--- config.mk ---
export PLATFORM = sky130hd
export DESIGN_NAME = cpu_fetch_sequencer
export DESIGN_NICKNAME = d
export VERILOG_FILES = /design/src/rtl/cpu_fetch_sequencer.sv
export SDC_FILE = /design/constraint.sdc
export NUM_CORES = 1
export LEC_CHECK = 0
export CAP_MARGIN = 10
export CORE_ASPECT_RATIO = 0.6
export CORE_MARGIN = 3
export CORE_UTILIZATION = 45
export CTS_BUF_LIST = sky130_fd_sc_hd__clkbuf_4 sky130_fd_sc_hd__clkbuf_8
export CTS_CLUSTER_DIAMETER = 100
export DETAILED_ROUTE_END_ITERATION = 7
export DONT_BUFFER_PORTS = 1
export PLACE_DENSITY = 0.63
export RECOVER_POWER = 25
export REMOVE_ABC_BUFFERS = 1
export SYNTH_ARGS = -nofsm -noshare
export SYNTH_HDL_FRONTEND = slang
export SYNTH_SLANG_ARGS = --single-unit
--- constraint.sdc ---
create_clock -name clk -period 3.2 [get_ports clk]
set_input_delay 0.16 -clock clk [delete_from_list [all_inputs] [get_ports clk]]
set_output_delay 0.16 -clock clk [all_outputs]
set_load 0.01 [all_outputs]
--- src/rtl/cpu_fetch_sequencer.sv ---
// Fetch sequencer: reads opcode plus operand bytes at the PC, classifies the opcode and issues the instruction.
// Latency: len+1 cycles per instruction with zero-wait memory. Backpressure: holds ISSUE until insn_ready.
// Optional opcode prefetch buffer enabled by defining CPU_FETCH_PREFETCH_EN.
module cpu_fetch_sequencer #(
    parameter logic [15:0] RESET_PC = 16'h0000
) (
    input  logic        clk,
    input  logic        rst_n,
    output logic        mem_req,
    output logic [15:0] mem_addr,
    input  logic        mem_ack,
    input  logic [7:0]  mem_rdata,
    output logic        insn_valid,
    input  logic        insn_ready,
    output logic [2:0]  insn_group,
    output logic [2:0]  insn_len,
    output logic [31:0] insn_bytes,
    output logic [15:0] insn_pc,
    input  logic        redirect,
    input  logic [15:0] redirect_pc
);

    typedef enum logic [1:0] {IDLE, FETCH_FIRST, FETCH_OPERAND, ISSUE} state_t;

    state_t      state, state_nxt;
    logic [15:0] pc;
    logic [1:0]  rem;
    logic [1:0]  idx;
    logic        accept;
    logic        mem_hit;
    logic        pf_hit;
    logic [7:0]  pf_byte;
    logic [15:0] pf_pc;
    logic [7:0]  dec_byte;
    logic [5:0]  dec;
    logic [2:0]  dec_len;
    logic        load_opcode;

    // Group is the trailing-ones count minus one, with counts 0 and 1 merged into group 0.
    function automatic logic [5:0] decode(input logic [7:0] op);
        logic [3:0] t;
        logic [2:0] g;
        logic [2:0] l;
        t = 4'd0;
        for (int i = 0; i < 8; i++) begin
            if (op[i] && (t == i[3:0])) t = t + 4'd1;
        end
        g = (t <= 4'd1) ? 3'd0 : (t[2:0] - 3'd1);
        l = (g == 3'd5) ? 3'd4 : ((g == 3'd7) ? 3'd1 : 3'd2);
        return {g, l};
    endfunction

    assign accept     = insn_valid && insn_ready;
    assign mem_hit    = mem_req && mem_ack;
    assign mem_addr   = pc;
    assign insn_valid = (state == ISSUE);

`ifdef CPU_FETCH_PREFETCH_EN
    logic        buf_vld;
    logic [7:0]  buf_dat;
    logic [15:0] buf_pc;

    assign mem_req = (state == FETCH_FIRST) || (state == FETCH_OPERAND) ||
                     ((state == ISSUE) && !buf_vld);
    // A byte arriving in the accepting cycle is decoded directly, bypassing the buffer.
    assign pf_hit  = buf_vld || mem_hit;
    assign pf_byte = buf_vld ? buf_dat : mem_rdata;
    assign pf_pc   = buf_vld ? buf_pc : pc;

    always_ff @(posedge clk or negedge rst_n) begin
        if (!rst_n) begin
            buf_vld <= 1'b0;
            buf_dat <= 8'h00;
            buf_pc  <= 16'h0000;
        end else if (redirect) begin
            buf_vld <= 1'b0;
        end else if (state == ISSUE) begin
            if (accept) begin
                buf_vld <= 1'b0;
            end else if (mem_hit) begin
                buf_vld <= 1'b1;
                buf_dat <= mem_rdata;
                buf_pc  <= pc;
            end
        end
    end
`else
    assign mem_req = (state == FETCH_FIRST) || (state == FETCH_OPERAND);
    assign pf_hit  = 1'b0;
    assign pf_byte = mem_rdata;
    assign pf_pc   = pc;
`endif

    assign dec_byte    = (state == ISSUE) ? pf_byte : mem_rdata;
    assign dec         = decode(dec_byte);
    assign dec_len     = dec[2:0];
    assign load_opcode = ((state == FETCH_FIRST) && mem_hit) ||
                         ((state == ISSUE) && accept && pf_hit);

    always_ff @(posedge clk or negedge rst_n) begin
        if (!rst_n) state <= IDLE;
        else        state <= state_nxt;
    end

    always_comb begin
        state_nxt = state;
        case (state)
            IDLE:          state_nxt = FETCH_FIRST;
            FETCH_FIRST:   if (mem_hit) state_nxt = (dec_len == 3'd1) ? ISSUE : FETCH_OPERAND;
            FETCH_OPERAND: if (mem_hit && (rem == 2'd1)) state_nxt = ISSUE;
            ISSUE: begin
                if (accept) begin
                    if (pf_hit) state_nxt = (dec_len == 3'd1) ? ISSUE : FETCH_OPERAND;
                    else        state_nxt = FETCH_FIRST;
                end
            end
            default:       state_nxt = IDLE;
        endcase
        // A redirect wins over everything, including a simultaneous read completion.
        if (redirect) state_nxt = FETCH_FIRST;
    end

    always_ff @(posedge clk or negedge rst_n) begin
        if (!rst_n) begin
            pc         <= RESET_PC;
            insn_group <= 3'd0;
            insn_len   <= 3'd0;
            insn_bytes <= 32'h0;
            insn_pc    <= 16'h0000;
            rem        <= 2'd0;
            idx        <= 2'd0;
        end else if (redirect) begin
            pc <= redirect_pc;
        end else begin
            if (mem_hit) pc <= pc + 16'd1;
            if (load_opcode) begin
                insn_bytes <= {24'h0, dec_byte};
                insn_pc    <= (state == ISSUE) ? pf_pc : pc;
                insn_group <= dec[5:3];
                insn_len   <= dec_len;
                rem        <= dec_len[1:0] - 2'd1;
                idx        <= 2'd1;
            end else if ((state == FETCH_OPERAND) && mem_hit) begin
                insn_bytes[{idx, 3'b000} +: 8] <= mem_rdata;
                idx <= idx + 2'd1;
                rem <= rem - 2'd1;
            end
        end
    end

endmodule

==> impl_metrics.json <==
{
  "wirelength_um": 11500,
  "critPathArrivalTime_ps": 5590,
  "cts_tree": "yes",
  "numCtsBuffers": 9,
  "first_global_vias": 3387,
  "fp.coreArea_um2": 8750,
  "crit_slowest_cell": "a2111oi_4",
  "drc": 0,
  "r2r-end": "mem_addr[12]",
  "critPathMaxFanout": 4,
  "synth.avg_cell_area_um2": 8.99,
  "h-tree-depth": 3,
  "initial_core_util_pct": 47.5,
  "crit_top_cell": "ha_4",
  "utilization_pct": 61.5,
  "rr_worst_depth": 9,
  "ff2ff_setup_slack_ps": 510,
  "slowest_delay_ps": 420,
  "fin_crit_ps": 5290,
  "antenna_cells": 0,
  "skew_ps": 9.99,
  "cellLeakagePower_nw": 2.42,
  "cp-start-kind": "primary input",
  "ir_worst_vdd_mv": 0.283,
  "synthFlopType": "dfrtp_1",
  "postPlaceCellArea_um2": 4550,
  "worst_slack_ps": -2090,
  "detail-route-antenna-nets": 0,
  "slew_headroom_pct": -24.7,
  "slew_viol_final": 77,
  "max_freq_mhz": 189,
  "cts_max_path_buffers": 2,
  "clk_transition_reported_paths_ps": 80,
  "worstReg2RegStart": "state[0]",
  "status": "finished, violations left",
  "ioPinCount": 101,
  "place_hpwl_um": 7720,
  "drive_gt1_share_pct": 24.0,
  "ys_seq_elements": 76,
  "ys_async_sr_fraction_pct": 100,
  "rsz0062_at_grt": "true",
  "grt_pass1_wl_um": 18000,
  "max-cap-violations": 1,
  "path_delay_family": "simple AND/OR/NAND/NOR gates",
  "tightest_slew_ps": 1870,
  "min_from": "redirect",
  "grt_remaining_overflow": 0,
  "cp-end-kind": "flop",
  "hold_viol_final": 0,
  "total_power_w": 0.00330,
  "finalCritPeriodShare_pct": 165,
  "fin_nets": 594,
  "hold_depth": 2,
  "yosysSeqAreaShare_pct": 45.8,
  "hold_path.class": "in2reg",
  "synth_cell_types": 60,
  "violations": "capacitance limit, slew limit, setup timing",
  "grt_util_all_layers_pct": 22.5,
  "clk-insertion-delay-late_ps": 360,
  "drt-pass1-iter-count": 4,
  "syn_inst": 462,
  "syn_area_um2": 4150,
  "die_h_um": 80.4,
  "dieWidth_um": 130,
  "num_rows": 26,
  "setup_viol": 9,
  "antenna_found_initial": 0,
  "via_per_inst": 5.27,
  "wl_per_cell_um": 17.4,
  "drtIter0Drc": 242,
  "required_ps": 3500,
  "worst-setup-path-type": "in2reg",
  "syn2layout_area_growth_pct": 29.6,
  "vias": 3491,
  "dieArea_um2": 10500,
  "cp.buffers_inverters": 4,
  "port_buffers": 0,
  "final_cell_area_um2": 5380,
  "cts-root-buf": "clkbuf_8",
  "synth_edf_count": 0,
  "power_density_nw_per_um2": 614,
  "grt_max_degree": 77,
  "ys_warn_count": 0,
  "whs_endpoint": "state[0]",
  "cts_num_sinks": 76,
  "gp_congestion": 0.844
}
-- how the worst max path moves through the flow --
| stage | start | end | depth (start not counted) |
|---|---|---|---|
| after floorplan | mem_rdata[2] | rem[0] | 31 |
| after global placement | mem_rdata[2] | insn_len[0] | 33 |
| after detailed placement | mem_rdata[2] | insn_len[0] | 32 |
| after CTS | mem_rdata[2] | insn_len[0] | 34 |
| after global routing | mem_rdata[2] | insn_len[0] | 34 |
| final | mem_rdata[2] | insn_len[0] | 34 |
-- cell families (layout without fill, tap and decap cells) --
kind of cell    count (synthesis)  in the layout  synth area share [%]
mux                             4              4                  1.21
fa+ha+maj                      20             20                  6.03
simple gates                  213            213                  23.6
other cells                     1              1                0.0903
flops                          76             76                  45.8
compound gates                 95             95                  15.9
buf+inv                        35            123                  3.25
xor+xnor                       18             18                  4.16
-- per-stage QoR --
step | setup TNS (ps) | instances | setup slack, ps | hold WS, ps
after floorplan | -24500 | 445 | -2910 | -136
after global placement | -21730 | 600 | -2480 | -134
after detailed placement | -24860 | 600 | -2810 | -134
after CTS | -15620 | 656 | -1860 | 23.3
after global routing | -19910 | 662 | -2340 | 49.0
final | -17840 | 662 | -2090 | 56.9
-- what timing repair did --
item,in CTS,in global routing
gates resized for setup,37,8
hold buffers,28,0
pin swaps,30,10
endpoints found under the setup margin,9,9
endpoints found under the hold margin,125,0
buffers inserted,13,7
-- synth_stat cells (2+ instances only) --
library cell,count,area (um^2)
nand2b_1,2,12.5
dfrtp_1,76,1900
nand2_1,151,567
o21ai_4,2,32.5
xnor2_1,7,61.3
nand4_1,4,25.0
xor2_2,2,32.5
clkbuf_1,14,52.6
and2_1,6,37.5
nor4_1,2,12.5
nor2_1,13,48.8
or3_1,2,12.5
buf_1,2,7.51
and3_1,5,31.3
ha_1,20,250
a21oi_1,13,65.1
nand3_1,8,40.0
o21ai_0,52,260
o21ai_1,5,25.0
a31oi_1,2,12.5
inv_1,17,63.8
mux2i_1,2,20.0
o31ai_1,5,37.5
mux2_4,2,30.0
xor2_1,9,78.8
nor3_1,3,15.0
a21o_1,2,15.0
and4_1,2,17.5
-- per-layer routing --
layer	global-route usage, %	up-vias	wire length [um]
li1	-	1710	-
met1	31.7	1674	5420
met2	33.4	92	5220
met3	6.45	15	733
met4	6.74	0	167
met5	0	-	0
-- area by class of cell --
| class | instances | area, um^2 |
|---|---|---|
| clock buffers | 11 | 145 |
| clock inverters | 5 | 83.8 |
| fillers | 706 | 3370 |
| inverters | 18 | 72.6 |
| multi-input cells | 351 | 2290 |
| flip-flops and latches | 76 | 1900 |
| well taps | 112 | 140 |
| repair buffers | 89 | 744 |
-- placed cells by master, fill, tap and decap left out, types with 3 or more instances in the layout --
cell type / Yosys / final
ha_2: 0 / 3
ha_4: 0 / 4
o31ai_1: 5 / 4
o21ai_0: 52 / 51
nor3_1: 3 / 3
nand3_1: 8 / 7
xnor2_1: 7 / 6
a21oi_2: 0 / 4
clkbuf_8: 0 / 10
nand4_1: 4 / 4
nand2_1: 151 / 148
and3_1: 5 / 5
ha_1: 20 / 13
inv_1: 17 / 16
dfrtp_1: 76 / 76
nand2_2: 1 / 3
o21ai_1: 5 / 6
xor2_1: 9 / 9
buf_4: 1 / 58
nor2_1: 13 / 13
a21oi_1: 13 / 8
and2_4: 0 / 5
buf_6: 0 / 3
dlygate4sd3_1: 0 / 27
-- power breakdown --
group | internal, W | switching (W) | leakage [nW]
Combinational | 0.000369 | 0.000554 | 1.35
Sequential | 0.00122 | 0.000322 | 0.960
Clock | 0.000472 | 0.000366 | 0.110
-- registers in the layout, indices dropped and copies added, names as in the netlist --
register	cells
insn_pc	16
mem_addr	16
rem	2
insn_bytes	32
idx	2
state	2
insn_group	3
insn_len	3
No activity file was read; power rests on OpenSTA's default activity.
